[src/rtl/bus_arbiter_n.sv]
// System bus arbiter: fixed-priority or round-robin grant of one master at a time,
// gated by all-slaves-ready, with optional hold-limit preemption.
module bus_arbiter_n #(
  parameter int unsigned NUM_MASTERS = 4,
  parameter int unsigned NUM_SLAVES  = 3,
  parameter int unsigned MODE        = 0,
  parameter int unsigned MAX_HOLD    = 16,
  parameter int unsigned MW          = ($clog2(NUM_MASTERS) > 1) ? $clog2(NUM_MASTERS) : 1
) (
  input  logic                   clk,
  input  logic                   rstn,
  input  logic [NUM_MASTERS-1:0] breq,
  input  logic [NUM_SLAVES-1:0]  sready,
  output logic [NUM_MASTERS-1:0] bgrant,
  output logic [MW-1:0]          msel,
  output logic                   bus_busy,
  output logic                   preempt
);

  localparam int unsigned HW = (MAX_HOLD > 0) ? $clog2(MAX_HOLD + 1) : 1;

  typedef enum logic {StIdle, StOwned} state_e;

  state_e                 state_q, state_d;
  logic [NUM_MASTERS-1:0] grant_q, grant_d;
  logic [MW-1:0]          msel_q, msel_d;
  logic                   busy_q, busy_d;
  logic                   preempt_q, preempt_d;
  logic [MW-1:0]          rr_ptr_q, rr_ptr_d;
  logic [HW-1:0]          hold_q, hold_d;

  logic                   all_ready;
  logic                   owner_req;
  logic                   others_req;
  logic [MW-1:0]          win;
  logic                   win_found;

  assign all_ready  = &sready;
  assign owner_req  = breq[msel_q];
  // In OWNED, grant_q is exactly the owner bit, so masking it leaves the competitors.
  assign others_req = |(breq & ~grant_q);

  always_comb begin
    win       = '0;
    win_found = 1'b0;
    if (MODE == 0) begin
      for (int unsigned i = 0; i < NUM_MASTERS; i++) begin
        if (!win_found && breq[i]) begin
          win       = MW'(i);
          win_found = 1'b1;
        end
      end
    end else begin
      for (int unsigned k = 0; k < NUM_MASTERS; k++) begin
        if (!win_found && breq[(32'(rr_ptr_q) + k) % NUM_MASTERS]) begin
          win       = MW'((32'(rr_ptr_q) + k) % NUM_MASTERS);
          win_found = 1'b1;
        end
      end
    end
  end

  always_comb begin
    state_d   = state_q;
    grant_d   = grant_q;
    msel_d    = msel_q;
    busy_d    = busy_q;
    preempt_d = 1'b0;
    rr_ptr_d  = rr_ptr_q;
    hold_d    = hold_q;
    unique case (state_q)
      StIdle: begin
        if (win_found && all_ready) begin
          grant_d = NUM_MASTERS'(1) << win;
          msel_d  = win;
          busy_d  = 1'b1;
          hold_d  = '0;
          state_d = StOwned;
          if (MODE == 1) begin
            rr_ptr_d = (32'(win) == NUM_MASTERS - 1) ? '0 : win + MW'(1);
          end
        end
      end
      StOwned: begin
        if (!owner_req) begin
          grant_d = '0;
          busy_d  = 1'b0;
          state_d = StIdle;
        end else if (MAX_HOLD > 0 && hold_q == HW'(MAX_HOLD - 1) && others_req) begin
          grant_d   = '0;
          busy_d    = 1'b0;
          preempt_d = 1'b1;
          state_d   = StIdle;
        end else if (hold_q != HW'(MAX_HOLD)) begin
          hold_d = hold_q + HW'(1);
        end
      end
      default: state_d = StIdle;
    endcase
  end

  always_ff @(posedge clk) begin
    if (!rstn) begin
      state_q   <= StIdle;
      grant_q   <= '0;
      msel_q    <= '0;
      busy_q    <= 1'b0;
      preempt_q <= 1'b0;
      rr_ptr_q  <= '0;
      hold_q    <= '0;
    end else begin
      state_q   <= state_d;
      grant_q   <= grant_d;
      msel_q    <= msel_d;
      busy_q    <= busy_d;
      preempt_q <= preempt_d;
      rr_ptr_q  <= rr_ptr_d;
      hold_q    <= hold_d;
    end
  end

  assign bgrant   = grant_q;
  assign msel     = msel_q;
  assign bus_busy = busy_q;
  assign preempt  = preempt_q;

endmodule

[config.mk]
export PLATFORM = sky130hd
export DESIGN_NAME = bus_arbiter_n
export DESIGN_NICKNAME = d
export VERILOG_FILES = /design/src/rtl/bus_arbiter_n.sv
export SDC_FILE = /design/constraint.sdc
export NUM_CORES = 1
export LEC_CHECK = 0
export CORE_MARGIN = 4
export CORE_UTILIZATION = 47
export CTS_BUF_LIST = sky130_fd_sc_hd__clkbuf_4 sky130_fd_sc_hd__clkbuf_8 sky130_fd_sc_hd__clkbuf_16
export DETAILED_ROUTE_END_ITERATION = 10
export GPL_ROUTABILITY_DRIVEN = 0
export GPL_TIMING_DRIVEN = 0
export PLACE_DENSITY = 0.76
export RECOVER_POWER = 100
export SLEW_MARGIN = 15
export SYNTH_ARGS = -nofsm -noshare
export SYNTH_HDL_FRONTEND = slang
export SYNTH_SLANG_ARGS = --single-unit
[constraint.sdc]
create_clock -name clk -period 2.5 [get_ports clk]
set_clock_uncertainty 0.05 [all_clocks]
set_input_delay 0.375 -clock clk [delete_from_list [all_inputs] [get_ports clk]]
set_output_delay 0.375 -clock clk [all_outputs]
set_load 0.01 [all_outputs]
# Yosys cells after proc, flatten, opt, wreduce, memory -nomap -nowiden
# Cells that the tools add are included.
[word_totals]
word_cells = 60
output_inout_bits = 8
latch_bits = 0
mem_bits_rw = 0
mem_bits_ro = 0
in_bits = 9
register_bits = 14
mem_count = 0
[op_classes]
mul = 0
n_bitwise = 3
n_lt_le_gt_ge = 1
n_reduce_logical = 14
eq_ne = 7
div = 0
n_shift = 1
n_addsub = 1
muxes = 27
[op_table]
columns = ["operator", "n"]
rows = [
  ["two-way mux 5 bit", 4],
  ["two-way mux 1 bit", 13],
  ["two-way mux 4 bit", 3],
  ["case mux 5 bit (2 select lines)", 1],
  ["case mux 4 bit (2 select lines)", 1],
  ["AND reduction 3 bit", 2],
  ["adder 5 x 1 -> 5 bit, second input constant", 1],
  ["equality test 5 x 4 -> 1 bit, second input constant", 1],
  ["logical AND 1 bit", 5],
  ["!= test 5 bit, second input constant", 1],
  ["bitwise AND 4 bit", 1],
  ["two-way mux 2 bit", 2],
  ["!= test 2 x 1 -> 1 bit, second input constant", 2],
  ["!= test 2 bit, second input constant", 2],
  ["inverter 4 bit", 1],
  ["case mux 1 bit (2 select lines)", 2],
  ["AND reduction 2 bit", 2],
  ["AND reduction 4 bit", 1],
  ["OR reduction 4 bit", 1],
  ["<< shifter 1 x 2 -> 4 bit, first input constant", 1],
  ["zero test 1 bit", 3],
  ["< comparator 2 x 3 -> 1 bit, second input constant", 1],
  ["!= test 3 x 2 -> 1 bit, second input constant", 1],
  ["binary-select mux 1 bit (select 2 bit)", 1],
  ["inverter 1 bit", 1],
]

# Longest topological paths before layout
[logic_depth]
word_depth = 13
ltp_mapped = 7
ltp_nobuf = 7

# Worst setup path after synthesis
# No wires, ideal clock.
[synth_path]
path_type = "input port to flip-flop"
startpoint = "in breq[1]"
endpoint = "reg hold_q[3]"
required_ps = 2376
setup_slack_ps = 770
path_buffers = 0
t_arrival_ps = 1606
stages = 5
setup_time_ps = 74
cell_sequence = "nor2b_1 -> o41ai_4 -> nand3_4 -> or3_1 -> a31oi_1"
[synth_between]
elab_chain_cells = 11
elab_cells_between_ends = 18
cone_classes = "eq/ne: 3; mux: 5; bitwise: 1; reduce/logical: 9"
[synth_rtl]
columns = ["element", "line_no", "text"]
rows = [
  ["start: declaration", "12", "input logic [NUM_MASTERS-1:0] breq,"],
  ["logical AND 1 bit", "48", "if (!win_found && breq[i]) begin"],
  ["two-way mux 1 bit", "48", ""],
  ["zero test 1 bit", "48", ""],
  ["logical AND 1 bit", "48", ""],
  ["two-way mux 1 bit", "48", ""],
  ["zero test 1 bit", "48", ""],
  ["logical AND 1 bit", "48", ""],
  ["two-way mux 1 bit", "48", ""],
  ["logical AND 1 bit", "73", "if (win_found && all_ready) begin"],
  ["!= test 2 bit (no line)", "--", ""],
  ["AND reduction 4 bit (no line) *", "--", ""],
  ["end signal: assignment", "118", "hold_q <= hold_d;"],
  ["end: declaration", "30", "logic [HW-1:0] hold_q, hold_d;"],
]
# Mark *: on every way between the ends. The rest lies on a longest branch, timed or not. The select of a mux whose other input is x is not followed.
# A chain may end at the register's enable or synchronous reset.

# Worst setup path after layout
[layout_path]
startpoint = "in breq[0]"
endpoint = "reg hold_q[3]"
[layout_between]
elab_chain_cells = 13
elab_cells_between_ends = 20
cone_classes = "eq/ne: 3; mux: 6; bitwise: 1; reduce/logical: 10"
[layout_rtl]
columns = ["element", "line_no"]
rows = [
  ["two-way mux 1 bit", "48"],
  ["zero test 1 bit", "48"],
  ["logical AND 1 bit", "48"],
  ["two-way mux 1 bit", "48"],
  ["zero test 1 bit", "48"],
  ["logical AND 1 bit", "48"],
  ["two-way mux 1 bit", "48"],
  ["zero test 1 bit", "48"],
  ["logical AND 1 bit", "48"],
  ["two-way mux 1 bit", "48"],
  ["logical AND 1 bit", "73"],
  ["!= test 2 bit (no line)", "--"],
  ["AND reduction 4 bit (no line) *", "--"],
]
# Marked as above.

==> summary.txt <==
Route
  • Routed wire per std cell: 13.2 um
  • Vias per Instance: 5.63
  • Drt total wl: 1580 um
  • DRC viols: 0
  • DR pass1 iterations: 3
  • Vias: 675
  • Number of DRC markers in iteration 0: 7
  • DRT antenna net count: 0

STA
  • Fin crit period: between 2 and 2.5 ns
  • Slew @ Worst Pin: slightly below 0.5 ns
  • Max-slew violations: 0
  • Final hold vios: 0
  • Final setup viols: 0
  • Setup TNS: 0 ns
  • F_max: 440 MHz
  • Rel. slew slack: 67.7%
  • RSZ-0062 raised after global routing: no
  • Part of the cycle the worst path needs: 91.0%

CTS
  • Total CTS buffers: 3
  • Worst skew pair latency: between 0.2 and 0.3 ns
  • Worst-path clk slew: 0.09 ns
  • CTS Sinks: 14
  • Setup bufs post-CTS: 0
  • CTS tree: built
  • H-tree lvl count: 1
  • CTS root buffer: clkbuf_4
  • Cts repair resizes: 0
  • Post-CTS Hold Buffers: 0
  • Bufs on Longest Clock Path: 2

GRT
  • Gr busiest metal: met2
  • Grt met2 use: between 20% and 30%
  • Pin count of the biggest net entering global routing: 11
  • First-pass GRT wire length: 2570 um
  • Met3 Use GR: 3.76%
  • Grt total ovfl: 0
  • GR Layer Usage met1: 20.3%
  • Initial antenna violation count: 0
  • Vias in the first global route: 618
  • GRT Overall Usage: 16.3%

Logic synthesis
  • Sequential share of the synthesized area: 37.7%
  • Largest area contributor in the netlist: dfxtp_1
  • Synthesized instance count: 84
  • Ys async rst share: 0%
  • Most common cell in the netlist: dfxtp_1
  • Avg Synthesized Cell Area: 8.85 um2
  • Ys Warns: 0
  • Number of synthesized flops with an enable pin: 0
  • Mapped Area: 743 um2
  • Area contributors post-synth: dfxtp_1 38%, nor2_1 6.6%, ha_1 5.1%
  • Netlist cell types: 32
  • Predominant post-synthesis flop cell: dfxtp_1
  • Synth Register Bits: 14
  • Post-synth top area share: around 38%
  • Commonest cells post-synth: 14 x dfxtp_1, 13 x nor2_1, 7 x inv_1
  • Syn nets: 96

Setup path
  • CP delay by family, top: simple AND/OR/NAND/NOR gates
  • Critical Setup Path Class: primary input to register
  • CP peak stage delay: 0.63 ns
  • Crit path required time: 2.66 ns
  • Worst Setup Start Kind: primary input
  • CP max FO: 7
  • Buf/Inv on CP: 1
  • CP cell instances: dlygate4sd3_1 -> nor2b_1 -> o41ai_4 -> nand3_4 -> or3_1 -> a31oi_1
  • Worst path slowest cell: dlygate4sd3_1
  • Crit path DAT: 2.44 ns
  • Worst Setup End Kind: register

Layout
  • # diodes: 0
  • Sequential cell area: around 280 um2
  • Area grow syn2layout: 28.1%
  • Fin nets: around 120
  • Multi-input logic area: around 430 um2
  • Layout cells sized above 1: 6.73%
  • Fin cells: 120
  • Filler Cell Count: 136
  • Final Util: 63.2%

Floorplanning
  • # rows: 14
  • Die area: around 2300 um2
  • Initial Util: 49.3%
  • Die Y: roughly 48 um
  • Core area: 1510 um2
  • IO Pins: 17
  • Die X: about 48 um

Run status
  • Status: finished, final reports clean

Pwr
  • Cell area power density: 476 nW/um2
  • Leakage: roughly 0.37 nW
  • Max VDD drop: ~0.36 mV

Hold path
  • HP Class: register to register

Flow run
  • Max cap viols: 0

Placed design
  • DP HPWL: 1230 um
  • Port bufs: 16
  • Cell total after placement: 116
## worst reg2reg max path, stage by stage, from the launching register on
cell,delay (ns)
dfxtp_1,0.34
ha_1,0.22
and3_1,0.19
ha_1,0.21
o41ai_4,0.10
nand3_4,0.16
or3_1,0.37
a31oi_1,0.17
## cells in the final DEF, fill, tap and decap left out, drive strengths merged, types with 2 or more instances in the layout
cell,n
nor2,13
dfxtp,14
inv,7
nand2,3
nor2b,5
dlygate4sd3,11
o21ai,4
nand3,5
a31oi,2
a21oi,4
clkbuf,5
ha,3
a32oi,2
nor3b,2
clkdlybuf4s50,5
a22oi,2
mux2i,3
## cell type report
cell class              instances  share of cell area, %
plain buffers                   1                  0.394
inverters                       7                   2.76
clock buffers                   4                   3.81
flip-flops and latches         14                   29.4
repair buffers                 16                   16.8
multi-input cells              62                   44.7
well taps                      16                   2.10
## registers in the layout, indices dropped and copies added (netlist names)
| signal | count |
|---|---|
| hold_q | 5 |
| bus_busy | 1 |
| bgrant | 4 |
| preempt | 1 |
| state_q | 1 |
| msel | 2 |
## report_power, final
group	total (mW)	leakage (nW)	switching [mW]	internal, mW
logic	0.0560	0.239	0.0294	0.0265
registers	0.232	0.113	0.00451	0.228
clock network	0.166	0.0210	0.0769	0.0887
## path summary, 6_finish.rpt
check                                             from                      to  slack [ns]  cells after the start
worst max register to register  hold_q[0]$_SDFFE_PN0P_  hold_q[3]$_SDFFE_PN0P_        0.62                      7
worst max-delay path                           breq[0]  hold_q[3]$_SDFFE_PN0P_        0.23                      6
worst min register to register   bus_busy$_SDFFE_PN0P_   bus_busy$_SDFFE_PN0P_        0.44                      2
worst min-delay path             bus_busy$_SDFFE_PN0P_   bus_busy$_SDFFE_PN0P_        0.44                      2
## metal layers
metal,part of all wire [%],vias up,routed length [um]
li1,-,342,-
met5,0,-,0
met1,44,312,690
met2,47,16,736
met3,7.5,5,118
met4,2.3,0,36
## stage by stage
step                      setup slack (ns)  cell area (um2)  hold slack, ns  total power [mW]
after floorplan                      0.770              743           0.412             0.266
after global placement              0.0639              923           0.427             0.296
after detailed placement            0.0477              923           0.433             0.297
after CTS                            0.336              960           0.449             0.462
after global routing                 0.119              952           0.483             0.477
final                                0.225              952           0.436             0.454
## cells by family after synthesis
| logic type | after synthesis | synth area share (%) |
|---|---|---|
| buf+inv | 8 | 4.04 |
| flops | 14 | 37.7 |
| mux | 3 | 4.04 |
| fa+ha+maj | 3 | 5.05 |
| simple gates | 36 | 27.6 |
| compound gates | 20 | 21.5 |
(Power assumes the default switching activity.)
